**src/rtl/regs_conf_ctrl_if.sv**
```systemverilog
// regs_conf_ctrl_if: UART-side byte stream and REGS_CONF strobe bundle of the frame sequencer
interface regs_conf_ctrl_if;
  logic [7:0] rx_data;
  logic       rx_valid;
  logic       tx_busy;
  logic       tx_done;
  logic [7:0] rxdw;
  logic       shift_rxregs;
  logic       load_confregs;
  logic       load_txregs;
  logic       shift_txregs;
  logic       tx_start;
  logic       busy;
  logic       err_timeout;
  logic       err_cmd;
  modport master (
    input  rx_data, rx_valid, tx_busy, tx_done,
    output rxdw, shift_rxregs, load_confregs, load_txregs, shift_txregs,
           tx_start, busy, err_timeout, err_cmd
  );
  modport slave (
    output rx_data, rx_valid, tx_busy, tx_done,
    input  rxdw, shift_rxregs, load_confregs, load_txregs, shift_txregs,
           tx_start, busy, err_timeout, err_cmd
  );
endinterface

```
**src/rtl/regs_conf_ctrl.sv**
```systemverilog
// regs_conf_ctrl: decodes UART command frames into REGS_CONF strobes and streams txdw back out
module regs_conf_ctrl #(
  parameter int         NBYTES  = 11,
  parameter int         TIMEOUT = 100000,
  parameter logic [7:0] CMD_WR  = 8'h57,
  parameter logic [7:0] CMD_RD  = 8'h52,
  parameter bit         ECHO_WR = 1'b1
) (
  input logic             clk,
  input logic             rst_n,
  regs_conf_ctrl_if.master bus
);
  localparam int CW = $clog2(NBYTES + 1);
  localparam int TW = $clog2(TIMEOUT + 1);
  typedef enum logic [2:0] {IDLE, RX_DATA, LOAD_CONF, LOAD_TX, TX_SEND, TX_WAIT, TX_SHIFT} state_t;
  state_t        state;
  logic [CW-1:0] cnt;
  logic [TW-1:0] tcnt;
  logic          last;
  // last byte of the frame is the one that brings cnt to NBYTES
  always_comb last = cnt == CW'(NBYTES - 1);
  // frame sequencer; every output is a register, strobes default low each cycle
  always_ff @(posedge clk or negedge rst_n)
    if (!rst_n) begin
      state              <= IDLE;
      cnt                <= '0;
      tcnt               <= '0;
      bus.rxdw           <= '0;
      bus.shift_rxregs   <= 1'b0;
      bus.load_confregs  <= 1'b0;
      bus.load_txregs    <= 1'b0;
      bus.shift_txregs   <= 1'b0;
      bus.tx_start       <= 1'b0;
      bus.busy           <= 1'b0;
      bus.err_timeout    <= 1'b0;
      bus.err_cmd        <= 1'b0;
    end else begin
      bus.shift_rxregs  <= 1'b0;
      bus.load_confregs <= 1'b0;
      bus.load_txregs   <= 1'b0;
      bus.shift_txregs  <= 1'b0;
      bus.tx_start      <= 1'b0;
      bus.err_timeout   <= 1'b0;
      bus.err_cmd       <= 1'b0;
      case (state)
        IDLE:
          if (bus.rx_valid) begin
            if (bus.rx_data == CMD_WR) begin
              state    <= RX_DATA;
              cnt      <= '0;
              tcnt     <= '0;
              bus.busy <= 1'b1;
            end else if (bus.rx_data == CMD_RD) begin
              state    <= LOAD_TX;
              bus.busy <= 1'b1;
            end else bus.err_cmd <= 1'b1;
          end
        RX_DATA:
          if (bus.rx_valid) begin
            bus.rxdw         <= bus.rx_data;
            bus.shift_rxregs <= 1'b1;
            cnt              <= cnt + 1'b1;
            tcnt             <= '0;
            if (last) state <= LOAD_CONF;
          end else if (tcnt == TW'(TIMEOUT - 2)) begin
            bus.err_timeout <= 1'b1;
            bus.busy        <= 1'b0;
            state           <= IDLE;
          end else tcnt <= tcnt + 1'b1;
        LOAD_CONF: begin
          bus.load_confregs <= 1'b1;
          bus.busy          <= ECHO_WR;
          state             <= ECHO_WR ? LOAD_TX : IDLE;
        end
        LOAD_TX: begin
          bus.load_txregs <= 1'b1;
          cnt             <= '0;
          state           <= TX_SEND;
        end
        TX_SEND:
          if (!bus.tx_busy) begin
            bus.tx_start <= 1'b1;
            state        <= TX_WAIT;
          end
        TX_WAIT:
          if (bus.tx_done) state <= TX_SHIFT;
        TX_SHIFT: begin
          bus.shift_txregs <= 1'b1;
          cnt              <= cnt + 1'b1;
          bus.busy         <= !last;
          state            <= last ? IDLE : TX_SEND;
        end
        default: begin
          state    <= IDLE;
          bus.busy <= 1'b0;
        end
      endcase
    end
endmodule

```
**src/flat_wrapper.sv**
```systemverilog
// flat-port wrapper written by rule: the top's interface ports become plain ports
module regs_conf_ctrl_flat 
#(
  parameter int         NBYTES  = 11,
  parameter int         TIMEOUT = 100000,
  parameter logic [7:0] CMD_WR  = 8'h57,
  parameter logic [7:0] CMD_RD  = 8'h52,
  parameter bit         ECHO_WR = 1'b1
)
  (clk, rst_n, bus_rx_data, bus_rx_valid, bus_tx_busy, bus_tx_done, bus_rxdw, bus_shift_rxregs, bus_load_confregs, bus_load_txregs, bus_shift_txregs, bus_tx_start, bus_busy, bus_err_timeout, bus_err_cmd);
  regs_conf_ctrl_if bus_i ();
  input logic clk;
  input logic rst_n;
  input wire logic [$bits(bus_i.rx_data)-1:0] bus_rx_data;
  input wire logic [$bits(bus_i.rx_valid)-1:0] bus_rx_valid;
  input wire logic [$bits(bus_i.tx_busy)-1:0] bus_tx_busy;
  input wire logic [$bits(bus_i.tx_done)-1:0] bus_tx_done;
  output wire logic [$bits(bus_i.rxdw)-1:0] bus_rxdw;
  output wire logic [$bits(bus_i.shift_rxregs)-1:0] bus_shift_rxregs;
  output wire logic [$bits(bus_i.load_confregs)-1:0] bus_load_confregs;
  output wire logic [$bits(bus_i.load_txregs)-1:0] bus_load_txregs;
  output wire logic [$bits(bus_i.shift_txregs)-1:0] bus_shift_txregs;
  output wire logic [$bits(bus_i.tx_start)-1:0] bus_tx_start;
  output wire logic [$bits(bus_i.busy)-1:0] bus_busy;
  output wire logic [$bits(bus_i.err_timeout)-1:0] bus_err_timeout;
  output wire logic [$bits(bus_i.err_cmd)-1:0] bus_err_cmd;
  assign bus_i.rx_data = bus_rx_data;
  assign bus_i.rx_valid = bus_rx_valid;
  assign bus_i.tx_busy = bus_tx_busy;
  assign bus_i.tx_done = bus_tx_done;
  assign bus_rxdw = bus_i.rxdw;
  assign bus_shift_rxregs = bus_i.shift_rxregs;
  assign bus_load_confregs = bus_i.load_confregs;
  assign bus_load_txregs = bus_i.load_txregs;
  assign bus_shift_txregs = bus_i.shift_txregs;
  assign bus_tx_start = bus_i.tx_start;
  assign bus_busy = bus_i.busy;
  assign bus_err_timeout = bus_i.err_timeout;
  assign bus_err_cmd = bus_i.err_cmd;
  regs_conf_ctrl #(.NBYTES(NBYTES), .TIMEOUT(TIMEOUT), .CMD_WR(CMD_WR), .CMD_RD(CMD_RD), .ECHO_WR(ECHO_WR)) u_core (.clk(clk), .rst_n(rst_n), .bus(bus_i));
endmodule
```
**config.mk**
```make
export PLATFORM = sky130hd
export DESIGN_NAME = regs_conf_ctrl_flat
export DESIGN_NICKNAME = d
export VERILOG_FILES = /design/src/rtl/regs_conf_ctrl_if.sv /design/src/rtl/regs_conf_ctrl.sv /design/src/flat_wrapper.sv
export SDC_FILE = /design/constraint.sdc
export NUM_CORES = 1
export LEC_CHECK = 0
export CAP_MARGIN = 10
export CORE_MARGIN = 4
export CORE_UTILIZATION = 50
export CTS_BUF_LIST = sky130_fd_sc_hd__clkbuf_8
export DETAILED_ROUTE_END_ITERATION = 8
export GPL_TIMING_DRIVEN = 0
export HOLD_SLACK_MARGIN = 0.05
export PLACE_DENSITY = 0.74
export SLEW_MARGIN = 10
export SYNTH_ARGS = -nofsm -noshare
export SYNTH_HDL_FRONTEND = slang
export SYNTH_SLANG_ARGS = --single-unit
export TNS_END_PERCENT = 20
```
**constraint.sdc**
```tcl
create_clock -name clk -period 2.75 [get_ports clk]
set_input_delay 0.6875 -clock clk [delete_from_list [all_inputs] [get_ports clk]]
set_output_delay 0.6875 -clock clk [all_outputs]
set_load 0.02 [all_outputs]
```
==> summary.txt, run 1 <==
Route
  • Initial DRC Count: 175
  • Final ANT Viol Nets: 0
  • Vias: 1735
  • Average wire per cell in the routed design: 15.9 µm
  • First-pass DRT Iterations: 4
  • Drc violations: 0
  • Vias per cell: 5.76
  • Routed WL: 4800 µm

Global routing
  • Vias in the first global route: 1711
  • Grt ovf: 0
  • First-pass GRT wire length: 8400 µm
  • Largest net degree at the start of global routing: 29
  • Total track usage: 0.198
  • Antenna violations before repair: 0

Power
  • Pwr dens: 964 nW/µm²
  • Maximum vdd drop: 0.610 mV
  • Pleak: 1.08 nW

Clock tree
  • CTS resizes: 0
  • Clk sinks: 40
  • CTS buffer count: 5
  • Hold-fix buffer count after cts: 0
  • Setup bufs post-CTS: 0
  • Worst-Skew Late Latency: 300 ps
  • Clock tree root driver cell: clkbuf_8
  • H-tree Lvls: 2
  • CTS max path bufs: 2
  • Clock transition at the registers of the reported paths: 90 ps
  • CTS tree: done

Critical path
  • Largest delay share family, worst path: simple AND/OR/NAND/NOR gates
  • Crit-path max cell delay: 440 ps
  • Crit path max-delay cell type: nor3_1
  • Endpoint type of the worst setup path: flop
  • Worst Path Required: 2950 ps
  • Worst Path Max Fanout: 9
  • Crit-path cells: clkdlybuf4s50_1, nand4bb_1, nor3_1, nand2_2, a221o_2, a22o_1
  • Kind of critical path: in -> reg
  • Buf+Inv Stages, Crit Path: 1
  • R2R setup slack: 610 ps
  • Crit path launch type: primary input
  • Crit path DAT: 2650 ps

Logic synthesis
  • Sequential-to-total area share from yosys stat: 0.457
  • EDFF count, synth: 0
  • Synth Area in Compound Gates: 0.181
  • Multiplexer share of the synthesized area: 0.0778
  • Avg Inst Size Synth: 10.2 µm²
  • FF+latch count, synth: 40
  • Primary FF master, synth: dfrtp_1
  • Synth warn: 0
  • Simple-Gate Fraction of Synth Area: 0.205
  • Syn nets: 232
  • Synth Area in XOR/XNOR: 0.00400
  • Post-Syn Instances: 215
  • Count of cell types in the netlist: 57
  • Synth Cell Area: 2190 µm²
  • Largest family of logic cells by synthesized area: simple AND/OR/NAND/NOR gates
  • Ys async rst share: 1.00
  • Post-synthesis adder-cell area fraction: 0.0229

STA
  • Final Hold Vio Count: 0
  • Fmax: 408 MHz
  • Max-slew violation count: 0
  • Least-Margin Pin Slew: 597 ps
  • Final setup TNS: 0 ps
  • RSZ-0062 raised after global routing: false
  • Setup Viol. Count Final: 0
  • Clk_skew: 7.10 ps
  • Rel. slew slack: 0.599
  • Final period util: 0.891
  • Tmin final: 2450 ps

Floorplanning
  • Die Ht: 74.2 µm
  • I/O Pins: 29
  • Rows: 23
  • Initial Util: 0.532
  • Core area: 4120 µm²
  • Die Span X: 74.2 µm
  • Die area: 5500 µm²

Finish
  • Layout area overhead: 21.0%
  • Fin cells: 301
  • Nets: 267
  • # diodes: 0
  • Commonest non-fill, non-tap cell in the layout: dfrtp_1
  • FILL cells: 349
  • Layout cell share with drive strength beyond 1: 0.147
  • Most frequent cells in the layout: 40 x dfrtp_1, 26 x clkdlybuf4s50_1, 15 x nand3_1, 15 x nand2_1, 12 x nor2_1

Placed design
  • DP Cell Count: 293
  • Port bufs: 27
  • GPL Wtd Cong: 0.877
  • Hpwl dp: 3460 µm

Hold path
  • HP Class: in -> async

Run
  • Maximum capacitance violations: 0

Run status
  • Status: finished clean
[synth_stat cells (2+ instances only)]
library cell  instances  share of area
o211ai_1              3          0.010
nor2_1               12          0.021
nand3_1              15          0.034
a21o_1                2         0.0069
a31oi_1               4          0.011
a21oi_1               8          0.018
nor3_1                9          0.021
o22ai_1               2         0.0057
and2_1                2         0.0057
nand4_1               5          0.014
clkbuf_1              4         0.0069
or3_2                 2         0.0069
ha_1                  4          0.023
mux2_2                8          0.041
a211oi_1              7          0.024
nor4b_1               3          0.012
and3_2                2         0.0069
nand2b_1              2         0.0057
o21ai_0               6          0.014
or3_1                 2         0.0057
nand2_1              15          0.026
dfrtp_1              40           0.46
inv_1                11          0.019
and3_1                2         0.0057
o221ai_1              2         0.0080
clkbuf_2              2         0.0046
buf_4                 3          0.010
o21bai_1              2         0.0069
mux2i_1               8          0.037
[cell families (layout without fill, tap and decap cells)]
family | count (synthesis) | count (layout)
flops | 40 | 40
simple gates | 82 | 82
buf+inv | 22 | 58
fa+ha+maj | 4 | 4
mux | 16 | 16
xor+xnor | 1 | 1
compound gates | 50 | 50
[final cells by class]
cell class,instances,area [µm²],area share
plain buffers,11,73.8,0.0279
repair buffers,28,285,0.108
clock inverters,3,42.5,0.0161
well taps,50,62.6,0.0236
inverters,11,41.3,0.0156
clock buffers,5,68.8,0.0260
flip-flops and latches,40,1000,0.378
multi-input cells,153,1070,0.405
[flip-flops by register name, summed over array words and instances, names as in the netlist]
name / cells
u_core.bus.busy: 1
u_core.state: 3
u_core.bus.tx_start: 1
u_core.bus.err_timeout: 1
u_core.cnt: 4
u_core.tcnt: 17
u_core.bus.load_confregs: 1
u_core.bus.shift_rxregs: 1
u_core.bus.load_txregs: 1
u_core.bus.shift_txregs: 1
u_core.bus.rxdw: 8
u_core.bus.err_cmd: 1
[worst reg2reg max path, delay by kind of cell, from the launching register on]
| kind | cells | cell delay, ps |
|---|---|---|
| compound gates | 3 | 1050 |
| simple gates | 1 | 580 |
| flops | 1 | 440 |
[report_power, final]
part	internal (mW)	switching, mW	total [mW]
registers	0.769	0.161	0.930
clock network	0.269	0.222	0.491
logic	0.538	0.594	1.13
[path summary, 6_finish.rpt]
path / from / end / cells after the start
worst max-delay path: bus_rx_data[5] / u_core.tcnt[3] / 6
min in group clk: u_core.bus.rxdw[1] / u_core.bus.rxdw[1] / 1
worst min register to register: u_core.bus.rxdw[1] / u_core.bus.rxdw[1] / 1
worst max register to register: u_core.tcnt[13] / u_core.tcnt[11] / 4
worst min-delay path: rst_n / u_core.bus.tx_start / 1
max in group asynchronous: rst_n / u_core.bus.rxdw[7] / 2
[metal layers]
metal  up-vias  global-route usage  wire, µm
met5         -                   0         0
met4         0              0.0503        47
met3         5              0.0486       238
met2        42               0.316      2240
met1       826               0.271      2270
li1        862                   -         -
[per-stage QoR]
| stage | cell area [µm²] | total power [mW] | hold WS (ps) | setup WS [ps] | utilization |
|---|---|---|---|---|---|
| 2_1_floorplan | 2190 | 1.69 | 392 | 617 | - |
| 3_3_place_gp | 2520 | 2.04 | 489 | -33.9 | 0.613 |
| 3_5_place_dp | 2540 | 2.08 | 495 | 5.73 | 0.616 |
| 4_1_cts | 2650 | 2.57 | 273 | 323 | 0.643 |
| 5_1_grt | 2650 | 2.74 | 280 | 203 | 0.643 |
| 6_report | 2650 | 2.55 | 268 | 299 | 0.643 |
Power figures use the tool's default switching activity.
==> run 2, diff against run 1 <==
--- a/config.mk
+++ b/config.mk
@@ -10,6 +10,7 @@
 export CORE_UTILIZATION = 50
 export CTS_BUF_LIST = sky130_fd_sc_hd__clkbuf_8
 export DETAILED_ROUTE_END_ITERATION = 8
+export GPL_ROUTABILITY_DRIVEN = 0
 export GPL_TIMING_DRIVEN = 0
 export HOLD_SLACK_MARGIN = 0.05
 export PLACE_DENSITY = 0.74
==> results of run 2 <==
The final DEF is identical to that of run 1; final timing and power are the same.
==> run 3, diff against run 2 <==
==> constraint.sdc (replaced) <==
create_clock -name clk -period 2.75 [get_ports clk]
set_input_delay 0.6875 -clock clk [delete_from_list [all_inputs] [get_ports clk]]
set_output_delay 0.6875 -clock clk [all_outputs]
set_load 0.01 [all_outputs]
==> results of run 3 <==
Same layout as run 1 (identical final DEF). Status: finished clean.
Among the figures that moved: total power 2.55 mW -> 2.49 mW; worst IR drop on VDD 0.610 mV -> 0.583 mV
